## config.mk

```make
export PLATFORM = sky130hd
export DESIGN_NAME = mem_fill_arbiter_flat
export DESIGN_NICKNAME = d
export VERILOG_FILES = /design/src/rtl/mem_fill_arbiter_if.sv /design/src/rtl/mem_fill_arbiter.sv /design/src/flat_wrapper.sv
export SDC_FILE = /design/constraint.sdc
export NUM_CORES = 1
export LEC_CHECK = 0
export ABC_AREA = 1
export BUFFER_PORTS_ARGS = -buffer_cell sky130_fd_sc_hd__buf_2
export CAP_MARGIN = 20
export CORE_ASPECT_RATIO = 0.7
export CORE_MARGIN = 2
export CORE_UTILIZATION = 36
export DETAILED_ROUTE_END_ITERATION = 16
export MAX_ROUTING_LAYER = met4
export PLACE_DENSITY = 0.82
export SLEW_MARGIN = 20
export SYNTH_ARGS = -nofsm -noshare
export SYNTH_HDL_FRONTEND = slang
export SYNTH_SLANG_ARGS = --single-unit
export TNS_END_PERCENT = 30
```

## constraint.sdc

```tcl
create_clock -name clk -period 1.3 [get_ports clk]
set_input_delay 0 -clock clk [delete_from_list [all_inputs] [get_ports clk]]
set_output_delay 0 -clock clk [all_outputs]
set_load 0.02 [all_outputs]
```

## src/rtl/mem_fill_arbiter_if.sv

```systemverilog
// Memory-side bus of the fill arbiter: request strobe/address/write data out, read data/valid back.
interface mem_fill_arbiter_if #(
    parameter int ADDR_W = 16
);
    logic              mem_en;
    logic              mem_write;
    logic [ADDR_W-1:0] mem_addr;
    logic [ADDR_W-1:0] mem_data_in;
    logic [ADDR_W-1:0] memory_data;
    logic              memory_data_valid;

    modport master (
        output mem_en, mem_write, mem_addr, mem_data_in,
        input  memory_data, memory_data_valid
    );

    modport slave (
        input  mem_en, mem_write, mem_addr, mem_data_in,
        output memory_data, memory_data_valid
    );
endinterface

```

## src/rtl/mem_fill_arbiter.sv

```systemverilog
// Shares one pipelined memory between I-cache fills, D-cache fills and D-cache write-through stores.
// Optional fill performance counters are enabled by defining MEM_FILL_PERF_EN.
module mem_fill_arbiter #(
    parameter int ADDR_W    = 16,
    parameter int BLK_WORDS = 8,
    parameter int CNT_W     = 3
) (
    input  logic              clk,
    input  logic              rst_n,
    input  logic              I_miss,
    input  logic [ADDR_W-1:0] I_miss_addr,
    input  logic              D_miss,
    input  logic [ADDR_W-1:0] D_miss_addr,
    input  logic              D_wr_req,
    input  logic [ADDR_W-1:0] D_wr_addr,
    input  logic [ADDR_W-1:0] D_wr_data,
    mem_fill_arbiter_if.master mem,
    output logic              fsm_busy,
    output logic              stall,
    output logic              I_write_data_array,
    output logic              D_write_data_array,
    output logic              I_write_tag_array,
    output logic              D_write_tag_array,
    output logic [ADDR_W-1:0] fill_addr,
    output logic [CNT_W-1:0]  fill_word,
    output logic [ADDR_W-1:0] fill_data,
    output logic [15:0]       I_fill_count,
    output logic [15:0]       D_fill_count
);
    // Byte offset within a block of 16-bit words.
    localparam int OFF_W = CNT_W + 1;

    typedef enum logic [1:0] {
        ST_IDLE = 2'd0,
        ST_FILL = 2'd1,
        ST_DONE = 2'd2
    } state_t;

    state_t            state_r;
    state_t            state_s;
    logic              owner_r;       // 0 = I-cache, 1 = D-cache
    logic [ADDR_W-1:0] fill_addr_r;
    logic [CNT_W:0]    iss_cnt_r;     // extra MSB marks all words issued
    logic [CNT_W-1:0]  ret_cnt_r;
    logic              start_s;
    logic              issue_s;
    logic              last_ret_s;
    logic              unused_s;

    assign start_s    = (state_r == ST_IDLE) && (I_miss || D_miss);
    assign issue_s    = (state_r == ST_FILL) && !iss_cnt_r[CNT_W];
    assign last_ret_s = (state_r == ST_FILL) && mem.memory_data_valid &&
                        (ret_cnt_r == CNT_W'(BLK_WORDS - 1));
    assign unused_s   = ^{I_miss_addr[OFF_W-1:0], D_miss_addr[OFF_W-1:0]};

    assign fsm_busy  = (state_r != ST_IDLE);
    assign stall     = fsm_busy | I_miss | D_miss;
    assign fill_addr = fill_addr_r;
    assign fill_word = ret_cnt_r;
    assign fill_data = mem.memory_data;

    // State register.
    always_ff @(posedge clk or negedge rst_n) begin
        if (!rst_n) begin
            state_r <= ST_IDLE;
        end else begin
            state_r <= state_s;
        end
    end

    // Next-state logic: misses win over stores, I-cache wins over D-cache.
    always_comb begin
        state_s = state_r;
        case (state_r)
            ST_IDLE: begin
                if (I_miss || D_miss) begin
                    state_s = ST_FILL;
                end else begin
                    state_s = ST_IDLE;
                end
            end
            ST_FILL: begin
                if (last_ret_s) begin
                    state_s = ST_DONE;
                end else begin
                    state_s = ST_FILL;
                end
            end
            ST_DONE: state_s = ST_IDLE;
            default: state_s = ST_IDLE;
        endcase
    end

    // Fill owner, block base and issue/return counters.
    always_ff @(posedge clk or negedge rst_n) begin
        if (!rst_n) begin
            owner_r     <= 1'b0;
            fill_addr_r <= {ADDR_W{1'b0}};
            iss_cnt_r   <= {(CNT_W+1){1'b0}};
            ret_cnt_r   <= {CNT_W{1'b0}};
        end else if (start_s) begin
            owner_r     <= !I_miss;
            fill_addr_r <= I_miss ? {I_miss_addr[ADDR_W-1:OFF_W], {OFF_W{1'b0}}}
                                  : {D_miss_addr[ADDR_W-1:OFF_W], {OFF_W{1'b0}}};
            iss_cnt_r   <= {(CNT_W+1){1'b0}};
            ret_cnt_r   <= {CNT_W{1'b0}};
        end else begin
            if (issue_s) begin
                iss_cnt_r <= iss_cnt_r + {{CNT_W{1'b0}}, 1'b1};
            end
            if ((state_r == ST_FILL) && mem.memory_data_valid) begin
                ret_cnt_r <= ret_cnt_r + {{(CNT_W-1){1'b0}}, 1'b1};
            end
        end
    end

    // Memory requests and cache array write strobes.
    always_comb begin
        mem.mem_en         = 1'b0;
        mem.mem_write      = 1'b0;
        mem.mem_addr       = {ADDR_W{1'b0}};
        mem.mem_data_in    = {ADDR_W{1'b0}};
        I_write_data_array = 1'b0;
        D_write_data_array = 1'b0;
        I_write_tag_array  = 1'b0;
        D_write_tag_array  = 1'b0;
        case (state_r)
            ST_IDLE: begin
                if (!I_miss && !D_miss && D_wr_req) begin
                    mem.mem_en      = 1'b1;
                    mem.mem_write   = 1'b1;
                    mem.mem_addr    = D_wr_addr;
                    mem.mem_data_in = D_wr_data;
                end else begin
                    mem.mem_en = 1'b0;
                end
            end
            ST_FILL: begin
                if (issue_s) begin
                    mem.mem_en   = 1'b1;
                    mem.mem_addr = fill_addr_r | ADDR_W'({iss_cnt_r[CNT_W-1:0], 1'b0});
                end else begin
                    mem.mem_en = 1'b0;
                end
                if (mem.memory_data_valid) begin
                    I_write_data_array = !owner_r;
                    D_write_data_array = owner_r;
                    I_write_tag_array  = last_ret_s && !owner_r;
                    D_write_tag_array  = last_ret_s && owner_r;
                end else begin
                    I_write_data_array = 1'b0;
                end
            end
            ST_DONE: mem.mem_en = 1'b0;
            default: mem.mem_en = 1'b0;
        endcase
    end

`ifdef MEM_FILL_PERF_EN
    logic [15:0] i_cnt_r;
    logic [15:0] d_cnt_r;

    function automatic logic [15:0] sat_inc(input logic [15:0] v);
        return (v == 16'hFFFF) ? v : v + 16'd1;
    endfunction

    // Completed-fill counters, one per owner, saturating.
    always_ff @(posedge clk or negedge rst_n) begin
        if (!rst_n) begin
            i_cnt_r <= 16'h0000;
            d_cnt_r <= 16'h0000;
        end else begin
            if (I_write_tag_array) begin
                i_cnt_r <= sat_inc(i_cnt_r);
            end
            if (D_write_tag_array) begin
                d_cnt_r <= sat_inc(d_cnt_r);
            end
        end
    end

    assign I_fill_count = i_cnt_r;
    assign D_fill_count = d_cnt_r;
`else
    assign I_fill_count = 16'h0000;
    assign D_fill_count = 16'h0000;
`endif
endmodule

```

## src/flat_wrapper.sv

```systemverilog
// flat-port wrapper written by rule: the top's interface ports become plain ports
module mem_fill_arbiter_flat 
#(
    parameter int ADDR_W    = 16,
    parameter int BLK_WORDS = 8,
    parameter int CNT_W     = 3
)
  (clk, rst_n, I_miss, I_miss_addr, D_miss, D_miss_addr, D_wr_req, D_wr_addr, D_wr_data, fsm_busy, stall, I_write_data_array, D_write_data_array, I_write_tag_array, D_write_tag_array, fill_addr, fill_word, fill_data, I_fill_count, D_fill_count, mem_mem_en, mem_mem_write, mem_mem_addr, mem_mem_data_in, mem_memory_data, mem_memory_data_valid);
  mem_fill_arbiter_if #(.ADDR_W(ADDR_W)) mem_i ();
  input  logic clk;
  input  logic rst_n;
  input  logic I_miss;
  input  logic [ADDR_W-1:0] I_miss_addr;
  input  logic D_miss;
  input  logic [ADDR_W-1:0] D_miss_addr;
  input  logic D_wr_req;
  input  logic [ADDR_W-1:0] D_wr_addr;
  input  logic [ADDR_W-1:0] D_wr_data;
  output logic fsm_busy;
  output logic stall;
  output logic I_write_data_array;
  output logic D_write_data_array;
  output logic I_write_tag_array;
  output logic D_write_tag_array;
  output logic [ADDR_W-1:0] fill_addr;
  output logic [CNT_W-1:0] fill_word;
  output logic [ADDR_W-1:0] fill_data;
  output logic [15:0] I_fill_count;
  output logic [15:0] D_fill_count;
  output wire logic [$bits(mem_i.mem_en)-1:0] mem_mem_en;
  output wire logic [$bits(mem_i.mem_write)-1:0] mem_mem_write;
  output wire logic [$bits(mem_i.mem_addr)-1:0] mem_mem_addr;
  output wire logic [$bits(mem_i.mem_data_in)-1:0] mem_mem_data_in;
  input wire logic [$bits(mem_i.memory_data)-1:0] mem_memory_data;
  input wire logic [$bits(mem_i.memory_data_valid)-1:0] mem_memory_data_valid;
  assign mem_mem_en = mem_i.mem_en;
  assign mem_mem_write = mem_i.mem_write;
  assign mem_mem_addr = mem_i.mem_addr;
  assign mem_mem_data_in = mem_i.mem_data_in;
  assign mem_i.memory_data = mem_memory_data;
  assign mem_i.memory_data_valid = mem_memory_data_valid;
  mem_fill_arbiter #(.ADDR_W(ADDR_W), .BLK_WORDS(BLK_WORDS), .CNT_W(CNT_W)) u_core (.clk(clk), .rst_n(rst_n), .I_miss(I_miss), .I_miss_addr(I_miss_addr), .D_miss(D_miss), .D_miss_addr(D_miss_addr), .D_wr_req(D_wr_req), .D_wr_addr(D_wr_addr), .D_wr_data(D_wr_data), .mem(mem_i), .fsm_busy(fsm_busy), .stall(stall), .I_write_data_array(I_write_data_array), .D_write_data_array(D_write_data_array), .I_write_tag_array(I_write_tag_array), .D_write_tag_array(D_write_tag_array), .fill_addr(fill_addr), .fill_word(fill_word), .fill_data(fill_data), .I_fill_count(I_fill_count), .D_fill_count(D_fill_count));
endmodule
```

== Word-level counts from Yosys, hierarchy flattened ==
Cells that the tools add are included.

* Flip-flop bits (word level): 26
* Word-level logic and storage cells: 54

* Bitwise logic cells: 3
* Muxes and demuxes: 25
* Add/subtract/negate cells: 2
* Reductions and logical operators: 17
* Equal/unequal tests: 2

{| class="wikitable"
|+ Operator list
! kind !! count
|-
| 16-bit two-way mux || 5
|-
| 16-bit case mux with 2 select lines || 1
|-
| 16-bit by 4-bit bitwise OR with 16-bit output || 1
|-
| 1-bit two-way mux || 12
|-
| 1-bit logical AND || 8
|-
| 4-bit two-way mux || 2
|-
| 3-bit two-way mux || 2
|-
| 2-bit nonzero test || 3
|-
| 4-bit by 1-bit adder with 4-bit output (second input constant) || 1
|-
| 1-bit logical NOT || 4
|-
| 2-bit case mux with 2 select lines || 1
|-
| 3-bit by 1-bit adder with 3-bit output (second input constant) || 1
|-
| 3-bit == test (second input constant) || 1
|-
| 2-bit by 1-bit == test with 1-bit output (second input constant) || 1
|-
| 2-bit logical NOT || 1
|-
| 2-bit two-way mux || 1
|-
| 1-bit bitwise OR || 2
|-
| 1-bit case mux with 2 select lines || 1
|-
| 1-bit logical OR || 1
|}

== Logic depth before layout (Yosys ltp) ==
* Word-level depth: 6
* Gate-level depth with buffers: 7
* Depth with buffers taken out: 6

== Worst setup path after synthesis ==
No wires, ideal clock.

* Path kind: flip-flop to output port
* Start point: reg u_core.ret_cnt_r[0], in the netlist u_core.fill_word[0]
* End point: out D_write_tag_array
* Data required time: 1.300 ns
* Path buffers: 0
* Cell stages (with the launch flop): 7
* Setup slack: 0.023 ns
* Arrival: 1.277 ns
* Cell sequence: dfrtp_1 ha_1 ha_1 inv_1 nor2_1 inv_1 nor2_1

* Word-level cells in the longest chain between the ends: 5

{| class="wikitable"
|+ Ends and longest elaborated chain
! element !! RTL line !! RTL
|-
| start: declaration || mem_fill_arbiter.sv:44 || <nowiki>logic [CNT_W-1:0] ret_cnt_r;</nowiki>
|-
| start signal: assignment || mem_fill_arbiter.sv:100 || <nowiki>ret_cnt_r <= {CNT_W{1'b0}};</nowiki>
|-
| start signal: assignment || mem_fill_arbiter.sv:106 || <nowiki>ret_cnt_r <= {CNT_W{1'b0}};</nowiki>
|-
| start signal: assignment || mem_fill_arbiter.sv:112 || <nowiki>ret_cnt_r <= ret_cnt_r + {{(CNT_W-1){1'b0}}, 1'b1};</nowiki>
|-
| 3-bit == test || mem_fill_arbiter.sv:53 || <nowiki>(ret_cnt_r == CNT_W'(BLK_WORDS - 1));</nowiki>
|-
| 1-bit logical AND || mem_fill_arbiter.sv:52 || <nowiki>assign last_ret_s = (state_r == ST_FILL) && mem.memory_data_valid &&</nowiki>
|-
| 1-bit logical AND || mem_fill_arbiter.sv:149 || <nowiki>D_write_tag_array = last_ret_s && owner_r;</nowiki>
|-
| 1-bit two-way mux || mem_fill_arbiter.sv:145 || <nowiki>if (mem.memory_data_valid) begin</nowiki>
|-
| 1-bit two-way mux || mem_fill_arbiter.sv:127 || <nowiki>case (state_r)</nowiki>
|-
| end: declaration || flat_wrapper.sv:24 || <nowiki>output logic D_write_tag_array;</nowiki>
|}

Every way passes these cells.

== Worst setup path in the final report ==
* Start point: reg u_core.state_r[1]
* End point: out mem_mem_addr[13]

* Word-level cells in the longest chain between the ends: 4

{| class="wikitable"
|+ Ends and longest elaborated chain
! element !! RTL line !! RTL
|-
| start: declaration || mem_fill_arbiter.sv:39 || <nowiki>state_t state_r;</nowiki>
|-
| start signal: assignment || mem_fill_arbiter.sv:67 || <nowiki>state_r <= state_s;</nowiki>
|-
| 2-bit by 1-bit == test with 1-bit output || mem_fill_arbiter.sv:51, mem_fill_arbiter.sv:127 ||
|-
| 1-bit logical AND || mem_fill_arbiter.sv:51 || <nowiki>assign issue_s = (state_r == ST_FILL) && !iss_cnt_r[CNT_W];</nowiki>
|-
| 16-bit two-way mux || mem_fill_arbiter.sv:139 || <nowiki>if (issue_s) begin</nowiki>
|-
| 16-bit case mux with 2 select lines * || mem_fill_arbiter.sv:127 ||
|-
| end: declaration || flat_wrapper.sv:32 || <nowiki>output wire logic [$bits(mem_i.mem_addr)-1:0] mem_mem_addr;</nowiki>
|}

Mark *: on every way between the ends. The rest lies on a longest branch, timed or not.

==> results_dict.tcl <==
set metrics [dict create \
    synth_area_um2 1920 \
    chipHeight_um 65.2 \
    n_fill_cell 522 \
    final_wtd_congestion 0.770 \
    antenna_found_initial 0 \
    drive_above_1_share_pct 45.1 \
    cap_viol_max_count 0 \
    fmax_ghz 0.689 \
    avgViaCountPerCell 4.40 \
    dpl.cell_count 474 \
    worst_ep_required_time_ns 1.30 \
    cpMaxStageDelayCell "dfrtp_1" \
    cp_num_buf_inv 3 \
    first_pass_detailed_route_iteration_total 4 \
    cts_max_path_buffers 2 \
    crit_top_cell "nand2_2" \
    area_delta_synth_final_pct 51.4 \
    floorplan.core_area_um2 5200 \
    layout.cells.most_common "nand2_1" \
    grt_setup_unrepaired "yes" \
    cts_tree "yes" \
    place_worst_setup_slack_ns 0.0120 \
    die-area_um2 5950 \
    worst_setup_hold_path_clk_slew_ns 0.08 \
    layout_min_cycle_time_ns 1.45 \
    final-hold-violation-count 0 \
    path_delay_family "flip-flops" \
    mean_routed_wirelength_per_cell_um 12.1 \
    fin_tns_setup_ns -4.75 \
    fp-row-count 22 \
    core_util_final_pct 56.0 \
    postSynthAreaPerCell_um2 6.39 \
    worst_hold_path_type "primary input to primary output" \
    insertion_delay_ns 0.26 \
    cp_startpoint_kind "flip-flop" \
    power_per_cell_area_nw_per_um2 2110 \
    track_usage_pct 18.3 \
    crit_fanout 5 \
    start_util_pct 37.0 \
    final_cell_count_no_fill 491 \
    drc_errors 0 \
    run_status "finished with violations" \
    synth.area.top_cells "dfrtp_1 29%, nand2_1 23%, buf_4 21%, nand3_1 7.0%, inv_1 6.2%" \
    htree_num_levels 1 \
    drt.antenna.violating_nets 0 \
    synth_seq_cells 22 \
    numClockSinks 22 \
    startpoint_to_endpoint_class_of_the_critical_path "flip-flop to primary output" \
    finish.net_count 509 \
    finalClockSkew_ns 0.00308 \
    num_cts_buffers 3 \
    grt.overflow.total 0 \
    placement.io_buffers 116 \
    finalMaxSlewViolations 0 \
    max_stage_delay_ns 0.40 \
    postLayoutSetupSlackWorst_ns -0.151 \
    first_pass_grt_wire_length_mm 8.56 \
    layout_common_cells "103 x nand2_1, 79 x buf_2, 36 x conb_1, 32 x buf_4, 29 x inv_1" \
    static_leakage_power_nw 1.78 \
    vias 2162 \
    violated_checks "negative setup slack" \
    maximum_number_of_pins_on_one_net_before_global_route_repair 23 \
    ir_drop_mv 1.20 \
    grt_pass1_vias 1892 \
    clockRootBuffer "clkbuf_8" \
    floorplan.die.width_um 91.4 \
    total_power_mw 6.15 \
    report.final.setup_viol 58 \
    critPathArrivalTime_ns 1.45 \
    timing.final.crit_share_pct 112 \
    post_synth_num_cell_types 18 \
    syn-instance-count 301 \
    starting_drt_drc_count 76 \
    wl_mm 5.94 \
    ios 193 \
    critical_path.cell_chain "inv_2 > nand2_2 > nor2_4 > clkbuf_16 > nand2_2 > nand2_2 > buf_6" \
    placed_wire_length_estimate_after_detailed_placement_mm 4.39 \
    count_of_warnings_emitted_by_yosys 0 \
    yosysTopAreaCell "dfrtp_1" \
    seq_area_frac_synth_pct 28.6 \
    synth_largest_type_area_fraction_pct 28.6 \
    end_kind "primary output" \
    antenna_cells 0 \
    multi_input_area_um2 1070 \
    layout.area.seq_um2 552 \
]
==> worst paths after layout <==
| kind | from | end | slack, ns | cells after the start |
|---|---|---|---|---|
| max in group asynchronous | rst_n | u_core.state_r[0] | 0.71 | 2 |
| setup / recovery | u_core.state_r[1] | mem_mem_addr[13] | -0.15 | 7 |
| hold / removal | mem_memory_data[1] | fill_data[1] | 0.000009 | 0 |
| min in group asynchronous | rst_n | u_core.fill_addr[14] | 0.22 | 2 |
| hold reg to reg | u_core.fill_addr[14] | u_core.fill_addr[14] | 0.51 | 2 |
| setup reg to reg | u_core.state_r[1] | u_core.owner_r | -0.04 | 8 |
==> final cells by class <==
cell class                      count  area share, %
Clock buffer                        3           1.42
Clock inverter                      1           1.03
Inverter                           34           4.56
Multi-Input combinational cell    219           36.6
Sequential cell                    22           19.0
Tap cell                           72           3.09
Timing Repair Buffer              140           34.3
==> registers in the layout, indices dropped and copies added, names as in the netlist <==
register	cells
u_core.owner_r	1
u_core.fill_addr	12
u_core.state_r	2
u_core.iss_cnt_r	4
u_core.fill_word	3
==> where the power goes <==
group / total (mW) / switching (mW) / internal (mW)
sequential: 1.36 / 0.349 / 1.01
combinational: 4.15 / 2.30 / 1.85
clock: 0.639 / 0.227 / 0.412
total: 6.15 / 2.88 / 3.27
==> metal layers <==
metal	vias to the layer above	track usage, %	wire (µm)
met5	-	-	0
met4	0	2.84	36
met3	5	4.59	471
met2	105	30.8	3000
met1	1004	23.0	2430
li1	1048	-	-
==> stage by stage <==
stage	instance area (µm²)	hold slack, ns
6_report	2910	0.00000881
3_5_place_dp	2380	-0.00735
5_1_grt	2910	0.0000292
2_1_floorplan	2050	-0.296
4_1_cts	2560	0.000137
3_3_place_gp	2380	-0.0207
==> kinds of logic after synthesis <==
logic type	count (synthesis)	synth area share [%]
AO/OA/AOI/OAI	2	0.651
adder cells (fa/ha/maj)	3	1.95
buffers and inverters	95	29.7
flip-flops	22	28.6
other	1	0.195
AND/OR/NAND/NOR	178	38.8
==> timing repair <==
action / 4_1_cts / 5_1_grt
gates resized for setup: 27 / 83
endpoints found under the setup margin: 40 / 60
hold buffers: 1 / 0
cloned: 0 / 2
buffers inserted: 5 / 5
hold endpoints to repair: 22 / 0
pin swaps: 5 / 16
==> synthesized netlist by cell type <==
| master | n |
|---|---|
| buf_2 | 4 |
| buf_4 | 54 |
| buf_6 | 1 |
| clkbuf_1 | 2 |
| conb_1 | 1 |
| dfrtp_1 | 22 |
| ha_1 | 3 |
| inv_1 | 32 |
| inv_2 | 2 |
| nand2_1 | 120 |
| nand2_2 | 1 |
| nand2_4 | 2 |
| nand3_1 | 27 |
| nand4_1 | 2 |
| nor2_1 | 23 |
| nor2_4 | 3 |
| o21ai_0 | 1 |
| o21bai_1 | 1 |
Power figures use the tool's default switching activity.
